==> config.mk <==
export PLATFORM = sky130hd
export DESIGN_NAME = mux_nx1_pipe
export DESIGN_NICKNAME = d
export VERILOG_FILES = /design/src/rtl/mux_nx1_pipe.sv
export SDC_FILE = /design/constraint.sdc
export NUM_CORES = 1
export LEC_CHECK = 0
export CORE_AREA = 2 2 45 68
export CTS_CLUSTER_DIAMETER = 100
export DETAILED_ROUTE_END_ITERATION = 8
export DIE_AREA = 0 0 47 70
export PLACE_DENSITY = 0.92
export REMOVE_ABC_BUFFERS = 1
export SETUP_SLACK_MARGIN = 0.15
export SYNTH_ARGS = -nofsm -noshare
export SYNTH_HDL_FRONTEND = slang
export SYNTH_SLANG_ARGS = --single-unit
==> constraint.sdc <==
create_clock -name clk -period 4.1 [get_ports clk]
set_input_delay 0.41 -clock clk [delete_from_list [all_inputs] [get_ports clk]]
set_output_delay 0.41 -clock clk [all_outputs]
set_load 0.03 [all_outputs]
==> src/rtl/mux_nx1_pipe.sv <==
// N-input, WIDTH-bit multiplexer with a one-entry registered output stage.
// A channel is picked either by an explicit select or by a round-robin scan
// starting at a rotating pointer. The chosen channel's word is captured into
// the output register when the stage is empty or being drained this cycle.
//
// Handshake semantics (all ports): a word moves across an interface on a
// rising edge where valid and ready are both 1. A producer holds valid and
// data stable until that happens. in_ready is combinational from out_ready,
// sel, rr_mode, the rr pointer and (in round-robin mode only) in_valid.
// A sink must therefore not derive out_ready from in_ready.
module mux_nx1_pipe #(
  parameter int WIDTH = 8,
  parameter int N     = 4,
  parameter int SEL_W = 2
) (
  input  logic               clk,
  input  logic               rst,
  input  logic [N*WIDTH-1:0] in_data,
  input  logic [N-1:0]       in_valid,
  output logic [N-1:0]       in_ready,
  input  logic [SEL_W-1:0]   sel,
  input  logic               rr_mode,
  output logic [WIDTH-1:0]   out_data,
  output logic [SEL_W-1:0]   out_ch,
  output logic               out_valid,
  input  logic               out_ready
);

  // One extra bit so ptr + offset can exceed N-1 before wrapping.
  localparam int PW = SEL_W + 1;

  logic [SEL_W-1:0] ptr;
  logic [SEL_W-1:0] chosen;
  logic [SEL_W-1:0] ptr_next;
  logic [PW-1:0]    probe;
  logic             hit;
  logic             can_load;
  logic             transfer;
  logic [WIDTH-1:0] chosen_word;

  // Channel choice: explicit select, or first requester scanning from ptr.
  // The round-robin loop runs from the farthest offset down to offset 0 so
  // the last hit written is the one closest to ptr.
  always_comb begin
    hit    = 1'b0;
    chosen = '0;
    probe  = '0;
    if (!rr_mode) begin
      hit    = (int'(sel) < N);
      chosen = sel;
    end else begin
      for (int k = N - 1; k >= 0; k--) begin
        probe = {1'b0, ptr} + PW'(k);
        if (probe >= PW'(N)) begin
          probe = probe - PW'(N);
        end
        if (in_valid[probe[SEL_W-1:0]]) begin
          hit    = 1'b1;
          chosen = probe[SEL_W-1:0];
        end
      end
    end
  end

  // Stage can take a word when empty or emptying; never during reset so a
  // reset cycle completes no handshake on either side.
  assign can_load = !rst && (!out_valid || out_ready);

  // Only the chosen channel sees ready; explicit mode ignores in_valid here.
  always_comb begin
    in_ready = '0;
    for (int i = 0; i < N; i++) begin
      in_ready[i] = can_load && hit && (int'(chosen) == i);
    end
  end

  assign transfer    = can_load && hit && in_valid[chosen];
  assign chosen_word = in_data[int'(chosen) * WIDTH +: WIDTH];
  assign ptr_next    = (int'(chosen) == N - 1) ? '0 : chosen + SEL_W'(1);

  // Output register and rr pointer: load on transfer, clear valid on a
  // drain without reload, hold everything on stall.
  always_ff @(posedge clk) begin
    if (rst) begin
      out_valid <= 1'b0;
      out_data  <= '0;
      out_ch    <= '0;
      ptr       <= '0;
    end else if (transfer) begin
      out_valid <= 1'b1;
      out_data  <= chosen_word;
      out_ch    <= chosen;
      ptr       <= ptr_next;
    end else if (out_ready) begin
      out_valid <= 1'b0;
    end
  end

endmodule

### Word level (Yosys, flattened, before mapping)

Cells that the tools add are included.

* output and inout port bits: 15
* bits in registers: 13
* logic and storage cells: 68
* input port bits: 42

* order comparisons: 9
* mux-type cells: 31
* equal/unequal tests: 3
* add/sub/neg operators: 8
* reductions and logical operators: 12
* shifts and indexed selects: 1

Operator list (number)
* 32-bit by 6-bit variable part select with 8-bit output: 1
* 2-bit two-way mux: 14
* 2-bit by 3-bit < comparator with 1-bit output, second input constant: 5
* 1-bit two-way mux: 12
* 1-bit binary-select mux with 2-bit select: 5
* 3-bit >= comparator, second input constant: 3
* 2-bit by 1-bit subtractor with 2-bit output, second input constant: 4
* 1-bit logical AND: 7
* 2-bit by 2-bit adder with 3-bit output, second input constant: 2
* 2-bit equality test, second input constant: 2
* 2-bit by 1-bit adder with 3-bit output, second input constant: 1
* 2-bit by 3-bit >= comparator with 1-bit output, second input constant: 1
* 2-bit by 1-bit adder with 2-bit output, second input constant: 1
* 2-bit by 1-bit equality test with 1-bit output, second input constant: 1
* 1-bit zero test: 2
* 2-bit zero test: 1
* 2-bit nonzero test: 1
* 1-bit logical OR: 1

### Depth between registers and ports, before layout

* depth in word-level cells: 15
* mapped depth: 10

### Least setup slack after synthesis

No wires, ideal clock.

* kind: flip-flop to output port
* start: register ptr[1]
* end: output port in_ready[0]
* path buffers: 3
* stages on the path, launching flop included: 10
* data arrival time: 2.161 ns
* slack: 1.529 ns
* path through: dfxtp_1 -> clkbuf_2 -> nand2b_1 -> a21oi_1 -> a2bb2oi_1 -> and2_1 -> buf_2 -> buf_4 -> inv_1 -> nor3_1

* cells in the longest elaborated chain, start to end: 13
* elaborated cells between the ends (all ways): 40

RTL lines
* start: declaration: RTL line 32 `logic [SEL_W-1:0] ptr;`
* start signal: assignment: RTL line 93 `ptr <= ptr_next;`
* 2-bit by 2-bit adder with 3-bit output: RTL line 53 `probe = {1'b0, ptr} + PW'(k);`
* 3-bit >= comparator or 2-bit by 1-bit subtractor with 2-bit output (tied branches): RTL line 54, 55
* 2-bit two-way mux: RTL line 54 `if (probe >= PW'(N)) begin`
* 2-bit two-way mux: RTL line 48 `if (!rr_mode) begin`
* 1-bit binary-select mux with 2-bit select: RTL line 57 `if (in_valid[probe[SEL_W-1:0]]) begin`
* 1-bit two-way mux (implied by the code): RTL line 57
* 2-bit two-way mux (3 in a row): RTL line 57
* 2-bit two-way mux (*): RTL line 57
* 2-bit two-way mux (*): RTL line 48
* via chosen[0]: RTL line 33 `logic [SEL_W-1:0] chosen;`
* 2-bit zero test (*): RTL line 73 `in_ready[i] = can_load && hit && (int'(chosen) == i);`
* 1-bit logical AND (*): RTL line 73
* end: declaration: RTL line 20 `output logic [N-1:0] in_ready,`

The timed path passes the listed nets; every way through them passes the cells marked *. The select of a mux whose other input is x is not followed.

### Worst setup path after layout

* start: input port rr_mode
* end: output port in_ready[3]

* cells in the longest elaborated chain, start to end: 3
* elaborated cells between the ends (all ways): 5

RTL lines
* start: declaration: RTL line 22 `input logic rr_mode,`
* 2-bit two-way mux or 1-bit two-way mux (tied branches): RTL line 48
* 2-bit by 1-bit equality test with 1-bit output or 1-bit logical AND (tied branches): RTL line 73
* 1-bit logical AND (*): RTL line 73

Mark *: on every way between the ends. The rest lies on a longest branch, timed or not.

==> run_results.csv <==
group,metric,value,unit
run_status,status,"complete, no violations",
grt,grt_pass1_vias,1244,
clock_network,root_buffer,"clkbuf_8",
detailed_routing,routed_wirelength,3140,um
clock_network,ctsLongestPathBuffers,2,
synth,ys.flop_type,"dfxtp_1",
synth,ys_warn_count,0,
clock_network,cts_sinks,13,
sta,maxSlewViolCount,0,
detailed_routing,first_pass_iters,4,
clock_network,cts_resized,0,
final_layout,layout.nets,227,
clock_network,cts_setup_buffers,0,
sta,fin_tns_setup,0,ns
sta,finClkSkew,0.00510,ns
critical_path,endpoint,"in_ready[3]",
critical_path,cp-startpoint,"rr_mode",
critical_path,r2r_end,"ptr[1]",
power_and_ir_drop,power.total,0.565,mW
run,cap_violations,0,
synth,async_flop_share,0,%
final_layout,final_cell_mix,"clkdlybuf4s50_1 (56), mux2i_1 (24), inv_1 (13), dfxtp_1 (13), a21o_1 (9)",
power_and_ir_drop,power_density,327,mW/mm2
synth,synth.top_cell.area_share,23.3,%
place,io_buffers,56,
floorplanning,chipWidth,47,um
final_layout,final.fill_count,262,
synth,yosysTopAreaCell,"dfxtp_1",
clock_network,cts_tree,"built",
clock_network,clkTransAtPathRegs,0.06,ns
detailed_routing,first_iter_violations,21,
synth,synthDistinctLibCells,37,
detailed_routing,vias_per_cell,5.38,
floorplanning,initial_core_util,40.4,%
final_layout,drive_above_1_share,5.49,%
critical_path,crit_required,3.69,ns
critical_path,startpoint_type,"input pin",
critical_path,critPathArrivalTime,3.16,ns
place,dp_hpwl,2460,um
critical_path,rrSetupSlack,1.60,ns
critical_path,r2r_start,"ptr[1]",
place,place_congestion,0.795,
sta,tightestPinTransition,0.567,ns
synth,post_synth.cell_area_avg,8.59,um2
power_and_ir_drop,p_leak,0.741,nW
clock_network,htreeDepth,1,
synth,netlist_top_cells_area,"dfxtp_1 (23%), mux2i_1 (22%), a311oi_1 (6.3%)",
detailed_routing,via_count,1189,
critical_path,path_class,"in -> out",
sta,finalHoldViolCount,0,
floorplanning,rows,24,
grt,grt_max_degree,16,
critical_path,end_kind,"output pin",
final_layout,area_growth,54.6,%
sta,slew_headroom,62.2,%
grt,grt_overflow,0,
power_and_ir_drop,vdd_drop_max,248,uV
synth,synth-seq-area-share,23.3,%
floorplanning,die_h,70,um
sta,finalCritPeriodShare,87.1,%
worst_hold_path,hold_class,"reg -> reg",
sta,min_period,3.57,ns
grt,grt_pass1_wl,4940,um
floorplanning,io_pins,57,
detailed_routing,postRouteAntennaNets,0,
sta,setup_viol_count_final,0,
critical_path,reg2reg_depth,6,
clock_network,ctsHoldBuffers,0,
final_layout,diodes,0,
synth,synth-edff-count,0,
detailed_routing,post_drt_wl_per_cell,14.2,um
critical_path,crit_fanout,12,
synth,netlist_area,0.00112,mm2
synth,syn_inst,130,
sta,rsz0062_at_grt,"no",
clock_network,numCtsBuffers,3,
grt,antenna_found_initial,0,
floorplanning,die-area,0.00329,mm2
grt,grt_use_total,19.8,%
detailed_routing,drc,0,
sta,max_clock_freq,280,MHz
final_layout,layout_commonest_cell,"clkdlybuf4s50_1",
synth,synth-seq-cells,13,
final_layout,utilization,62.5,%
floorplanning,fp.coreArea,0.00276,mm2
clock_network,clock_latency,0.24,ns
[layer usage]
layer	track usage, %	share of wire, %
met1	18.3	35
met2	37.3	54
met3	3.10	7.3
met4	9.88	2.9
met5	0	0
[kinds of logic after synthesis]
family	Yosys count	synth area share, %
AO/OA/AOI/OAI	33	23.3
adder cells (fa/ha/maj)	2	2.24
buffers and inverters	24	10.3
flip-flops	13	23.3
multiplexers	26	23.9
AND/OR/NAND/NOR	32	17.0
[power breakdown]
group / leakage (nW) / internal [mW] / switching (mW)
clock: 0.0228 / 0.0685 / 0.0460
sequential: 0.107 / 0.149 / 0.0157
combinational: 0.611 / 0.142 / 0.143
[area by class of cell]
class / count / area [um2] / area share (%)
clock buffers: 4 / 45.0 / 2.61
inverters: 13 / 48.8 / 2.82
multi-input cells: 93 / 742 / 42.9
well taps: 39 / 48.8 / 2.82
repair buffers: 59 / 583 / 33.7
flip-flops and latches: 13 / 260 / 15.1
[worst min-delay path by stage]
stage / start / to / slack [ns] / cells after the start
finish: out_ch[0] / out_ch[0] / 0.50 / 2
global route: out_ch[0] / out_ch[0] / 0.53 / 2
CTS: out_ch[0] / out_ch[0] / 0.49 / 2
detailed placement: out_ch[0] / out_ch[0] / 0.48 / 2
global placement: out_ch[0] / out_ch[0] / 0.46 / 2
floorplan: rst / out_valid / 0.48 / 1
[Yosys cell counts (all sizes together) (2+ instances only)]
master	count
mux2i	24
nor3	5
and3	2
a31oi	2
a21oi	4
inv	13
nor2	3
a311oi	8
buf	8
and2	3
a211oi	2
dfxtp	13
ha	2
nand2b	4
nor2b	6
nand2	3
clkbuf	3
a211o	2
mux2	2
a21o	9
[worst max-delay path: stages]
cell and delay (ns):
clkdlybuf4s50_1 0.56, nor2b_1 0.27, a31oi_1 0.09, or3_1 0.43, inv_1 0.39, ha_1 0.22, and2_1 0.12, clkdlybuf4s50_1 0.67
[registers in the layout, summed over array words and instances, names as in the netlist]
| register | cells |
|---|---|
| out_ch | 2 |
| out_data | 8 |
| out_valid | 1 |
| ptr | 2 |
[metrics by stage]
step | cell area, um2 | hold WS [ns] | cells | worst slack [ns]
6_report | 1730 | 0.504 | 221 | 0.528
5_1_grt | 1730 | 0.525 | 221 | 0.392
4_1_cts | 1730 | 0.492 | 221 | 0.540
3_5_place_dp | 1680 | 0.480 | 217 | 0.543
3_3_place_gp | 1680 | 0.461 | 217 | 0.684
2_1_floorplan | 1050 | 0.482 | 119 | 1.51
Note: power is estimated with default switching activity, not from simulation.
==> RTL change 1: new RTL, same flow settings <==
Change the parameter `WIDTH` from 8 to 10.
--- a/src/rtl/mux_nx1_pipe.sv
+++ b/src/rtl/mux_nx1_pipe.sv
@@ -10,5 +10,5 @@
 // A sink must therefore not derive out_ready from in_ready.
 module mux_nx1_pipe #(
-  parameter int WIDTH = 8,
+  parameter int WIDTH = 10,
   parameter int N     = 4,
   parameter int SEL_W = 2
Ports: changed (resized in_data and out_data); port bits go from 57 to 67. The function was not compared with the original's and may differ.
==> RTL change 1 against the unedited design <==
- sequential cell count increased by 2
- final area increased by 15%
- synthesized area increased by 15%
- global-route usage increased by 5.1 points
- routed wire length increased by 22%
- total power increased by 15%
- fmax increased by 0.90%
- critical path depth increased by 1
- sequential share of layout area increased by 0.11 points
- critical endpoint unchanged
- worst setup slack improved by 32 ps
- cell count increased by 11%
- synthesized cell count increased by 12%
- count of clock-buffer cells in the layout unchanged
- highest routed layer unchanged
==> RTL change 1: results (changes against the unedited design) <==
[status]
status = completed

[layout]
drive_gt1_share_pct = 5.83  ; +0.33 points
layout.nets = 259  ; +14%
fillers = 221  ; -16%
reg_top3 = out_data: 10 flops, out_ch: 2 flops, ptr: 2 flops

[critical_path]
crit_path_end = in_ready[3]
max_stage_delay_ps = 610  ; -60 ps
reg2reg_from = ptr[1]
path_delay_family = buffers and inverters
regToRegSetupSlack_ps = 1540  ; -60 ps
cp-startpoint = in_valid[0]
reg2regPathDepth = 6  ; unchanged
r2r_end = ptr[1]
cp_max_fo = 9  ; -3
arrival_ps = 3130  ; -30 ps

[timing]
fin_worst_skew_ps = 1.83  ; -3.27 ps
tightest_slew_ps = 669  ; +102 ps

[pwr]
p_leak_nw = 0.853  ; +15%
vdd_drop_max_v = 0.000272  ; +9.5%

[logic_synthesis]
async_reset_ff_share_pct = 0  ; unchanged
ys_seq_area_share_pct = 23.4  ; +0.12 points
synthTopCellsByCount = 30 x mux2i_1, 15 x dfxtp_1, 14 x inv_1
syn_inst = 145  ; +12%
synthTopCellsByArea = dfxtp_1 23%, mux2i_1 23%, a311oi_1 6.8%, a21o_1 6.4%, inv_1 4.1%

[cts]
postCtsSetupRepairBufs = 0  ; unchanged
clk_latency_ps = 250
cts_root_buf = clkbuf_8
postCtsResizedCells = 0  ; unchanged
cts_max_path_buffers = 2  ; unchanged
numCtsBuffers = 3  ; unchanged

[grt]
antenna_found_initial = 0  ; unchanged
grt_pass1_vias = 1509  ; +21%
grt_usage_pct = 24.8  ; +5.1 points
grt_max_degree = 19  ; +3
grt_first_pass_wirelength_mm = 6.18  ; +25%

[detailed_routing]
first_pass_iters = 5  ; +1
drt_first_iter_violations = 17  ; -19%
viasPerCell = 5.65  ; +5.0%
routed_wl_mm = 3.83  ; +22%
wire_per_inst_um = 15.6  ; +9.9%

[placement]
placed_area_mm2 = 0.00193  ; +15%
place_hpwl_mm = 2.99  ; +22%
gp_congestion = 0.827  ; +4.0%
portBuffers = 66  ; +18%
dp_cells = 241  ; +11%

[worst_hold_path]
hold_class = flip-flop to flip-flop

RTL change 1: how the worst min path moves through the flow:
stage	startpoint	end	slack [ps]	cells past startpoint
CTS	out_ch[0]	out_ch[0]	490	2
finish	out_ch[0]	out_ch[0]	490	2
detailed placement	out_ch[0]	out_ch[0]	490	2
global route	out_ch[0]	out_ch[0]	500	2
floorplan	rst	out_valid	480	1
global placement	out_ch[0]	out_ch[0]	470	2
RTL change 1: stage by stage:
step | utilization (%) | worst slack, ps
5_1_grt | 71.6 | 306
3_3_place_gp | 70.0 | 648
6_report | 71.6 | 560
2_1_floorplan | - | 1440
4_1_cts | 71.6 | 561
3_5_place_dp | 70.0 | 557
RTL change 1: final cells by class:
| cell class | instances | area share (%) |
|---|---|---|
| inverters | 15 | 2.84 |
| flip-flops and latches | 15 | 15.2 |
| well taps | 39 | 2.47 |
| repair buffers | 69 | 34.5 |
| multi-input cells | 103 | 42.7 |
| clock buffers | 4 | 2.28 |
RTL change 1: where the power goes:
part           total (W)  internal, W  switching [W]  leakage [nW]
Sequential      0.000191     0.000172      0.0000186         0.124
Combinational   0.000337     0.000165       0.000173         0.706
Clock           0.000124    0.0000689      0.0000549        0.0228
Total           0.000652     0.000406       0.000246         0.853
RTL change 1: kinds of logic after synthesis:
kind of cell	Yosys count	share of synthesized area, %
AOI/OAI and AO/OA	37	23.2
muxes	32	25.2
and+or+nand+nor	32	15.2
buffers and inverters	27	11.0
DFF	15	23.4
adders and majority gates	2	1.95
RTL change 1: layer usage:
| metal | GRT usage [%] | part of all wire [%] |
|---|---|---|
| met5 | 0 | 0 |
| met4 | 12.7 | 3.2 |
| met3 | 3.10 | 3.4 |
| met2 | 45.1 | 58 |
| met1 | 25.3 | 35 |
==> RTL change 2: new RTL, config.mk and constraints unchanged <==
Made on the original files. Make the reset (`rst`) asynchronous in one clocked block.
--- a/src/rtl/mux_nx1_pipe.sv
+++ b/src/rtl/mux_nx1_pipe.sv
@@ -81,5 +81,5 @@
   // Output register and rr pointer: load on transfer, clear valid on a
   // drain without reload, hold everything on stall.
-  always_ff @(posedge clk) begin
+  always_ff @(posedge clk or posedge rst) begin
     if (rst) begin
       out_valid <= 1'b0;
Function: differs if rst is asserted again (counterexample within 4 cycles, from zero or initial values and one cycle with rst high); with rst held inactive, the same outputs for 10 cycles.
==> RTL change 2 against the unedited design <==
- sequential share of layout area rose by 4.6 points
- critical path depth increased by 1
- count of clock-buffer cells in the layout is the same
- final area shrank 4.1%
- routed wire length shrank 19%
- highest routed layer unchanged
- synthesized area decreased by 9.2%
- worst setup slack improved by 340 ps
- total power increased by 58%
- largest cell class unchanged
- sequential cell count did not move
==> RTL change 2: results (changes against the unedited design) <==
[logic_synthesis]
ys_seq_area_share_pct = 32.1  ; +8.8 points
synth.area.mux_share_pct = 41.2  ; +17 points
synthTopCellsByCount = 26 x mux2i_1, 13 x dfrtp_1, 9 x mux2_4
synthFlopType = dfrtp_1
syn_inst = 90  ; -31%
synthTopCellsByArea = dfrtp_1 32%, mux2i_1 26%, mux2_4 13%, ha_1 2.5%, nand2b_1 2.5%
async_reset_ff_share_pct = 100  ; +100 points
synth_xor_area_share_pct = 0  ; unchanged
synth_fa_ha_area_share_pct = 2.47  ; +0.23 points
synth.distinct_cells = 25  ; -32%
synth_compound_area_share_pct = 9.00  ; -14 points

[pwr]
vdd_drop_max_v = 0.000340  ; +37%
seqPwrFrac_pct = 27.1  ; -2.1 points
power.switching_w = 0.000347  ; +69%
clkPwrFrac_pct = 12.2  ; -8.1 points
internal_power_w = 0.000544  ; +51%
p_leak_nw = 0.762  ; +2.8%

[timing]
hold_violations = 0  ; unchanged
fin_worst_skew_ps = 3.48  ; -1.62 ps
tightest_slew_ps = 682  ; +115 ps

[detailed_routing]
viasPerCell = 4.83  ; -10%
wire_per_inst_um = 13.7  ; -3.8%
met3_length_um = 150  ; -35%
first_pass_iters = 4  ; unchanged
wl_met1_um = 975  ; -12%
vias = 904  ; -24%
drt_first_iter_violations = 12  ; -43%
wl_met2_mm = 1.37  ; -19%

[layout]
layout.nets = 193  ; -15%
fillers = 248  ; -5.3%
antenna_cells = 0  ; unchanged
drive_gt1_share_pct = 12.2  ; +6.7 points
reg_top3 = out_data: 8 flops, out_ch: 2 flops, ptr: 2 flops

[worst_hold_path]
worstHoldStart = out_ch[1]
whs_path_depth = 1  ; -1
hold_end = out_ch[1]

[placement]
dp_cells = 183  ; -16%
gp_congestion = 0.720  ; -9.4%
placed_area_mm2 = 0.00161  ; -4.2%
place_hpwl_mm = 2.09  ; -15%

[critical_path]
reg2reg_from = ptr[1]
regToRegSetupSlack_ps = 1360  ; -240 ps
reg2regPathDepth = 7  ; +1
r2r_end = ptr[1]
cp_max_fo = 8  ; -4
max_stage_delay_ps = 600  ; -70 ps
arrival_ps = 2820  ; -340 ps

[cts]
clk_latency_ps = 230
cts_root_buf = clkbuf_8
postCtsSetupRepairBufs = 0  ; unchanged

[grt]
antenna_found_initial = 0  ; unchanged
grtUsageMet3_pct = 2.07  ; -1.0 points
grt_usage_pct = 16.7  ; -3.1 points
grtUsageMet2_pct = 29.2  ; -8.1 points
grt_pass1_vias = 929  ; -25%
grt_first_pass_wirelength_mm = 4.06  ; -18%
met1_usage_pct = 19.2  ; +0.85 points

[status]
status = completed

-- RTL change 2: layout make-up --
class / instances / share of cell area [%]
Clock buffer: 4 / 2.72
Sequential cell: 13 / 19.6
Tap cell: 39 / 2.94
Inverter: 3 / 0.679
Timing Repair Buffer: 58 / 34.7
Multi-Input combinational cell: 70 / 39.3
-- RTL change 2: how the worst max path moves through the flow --
stage	from	end	depth (start not counted)
2_1_floorplan	ptr[1]	out_data[0]	7
3_3_place_gp	in_valid[2]	in_ready[3]	9
3_5_place_dp	in_valid[0]	ptr[1]	8
4_1_cts	in_valid[0]	in_ready[3]	9
5_1_grt	in_valid[0]	in_ready[3]	9
6_report	in_valid[0]	in_ready[3]	9
-- RTL change 2: stage by stage --
stage | util, % | hold slack (ps) | worst slack [ps]
2_1_floorplan | - | 287 | 560
3_3_place_gp | 58.4 | 480 | 1000
3_5_place_dp | 58.4 | 486 | 847
4_1_cts | 60.0 | 498 | 863
5_1_grt | 60.0 | 517 | 668
6_report | 60.0 | 506 | 868
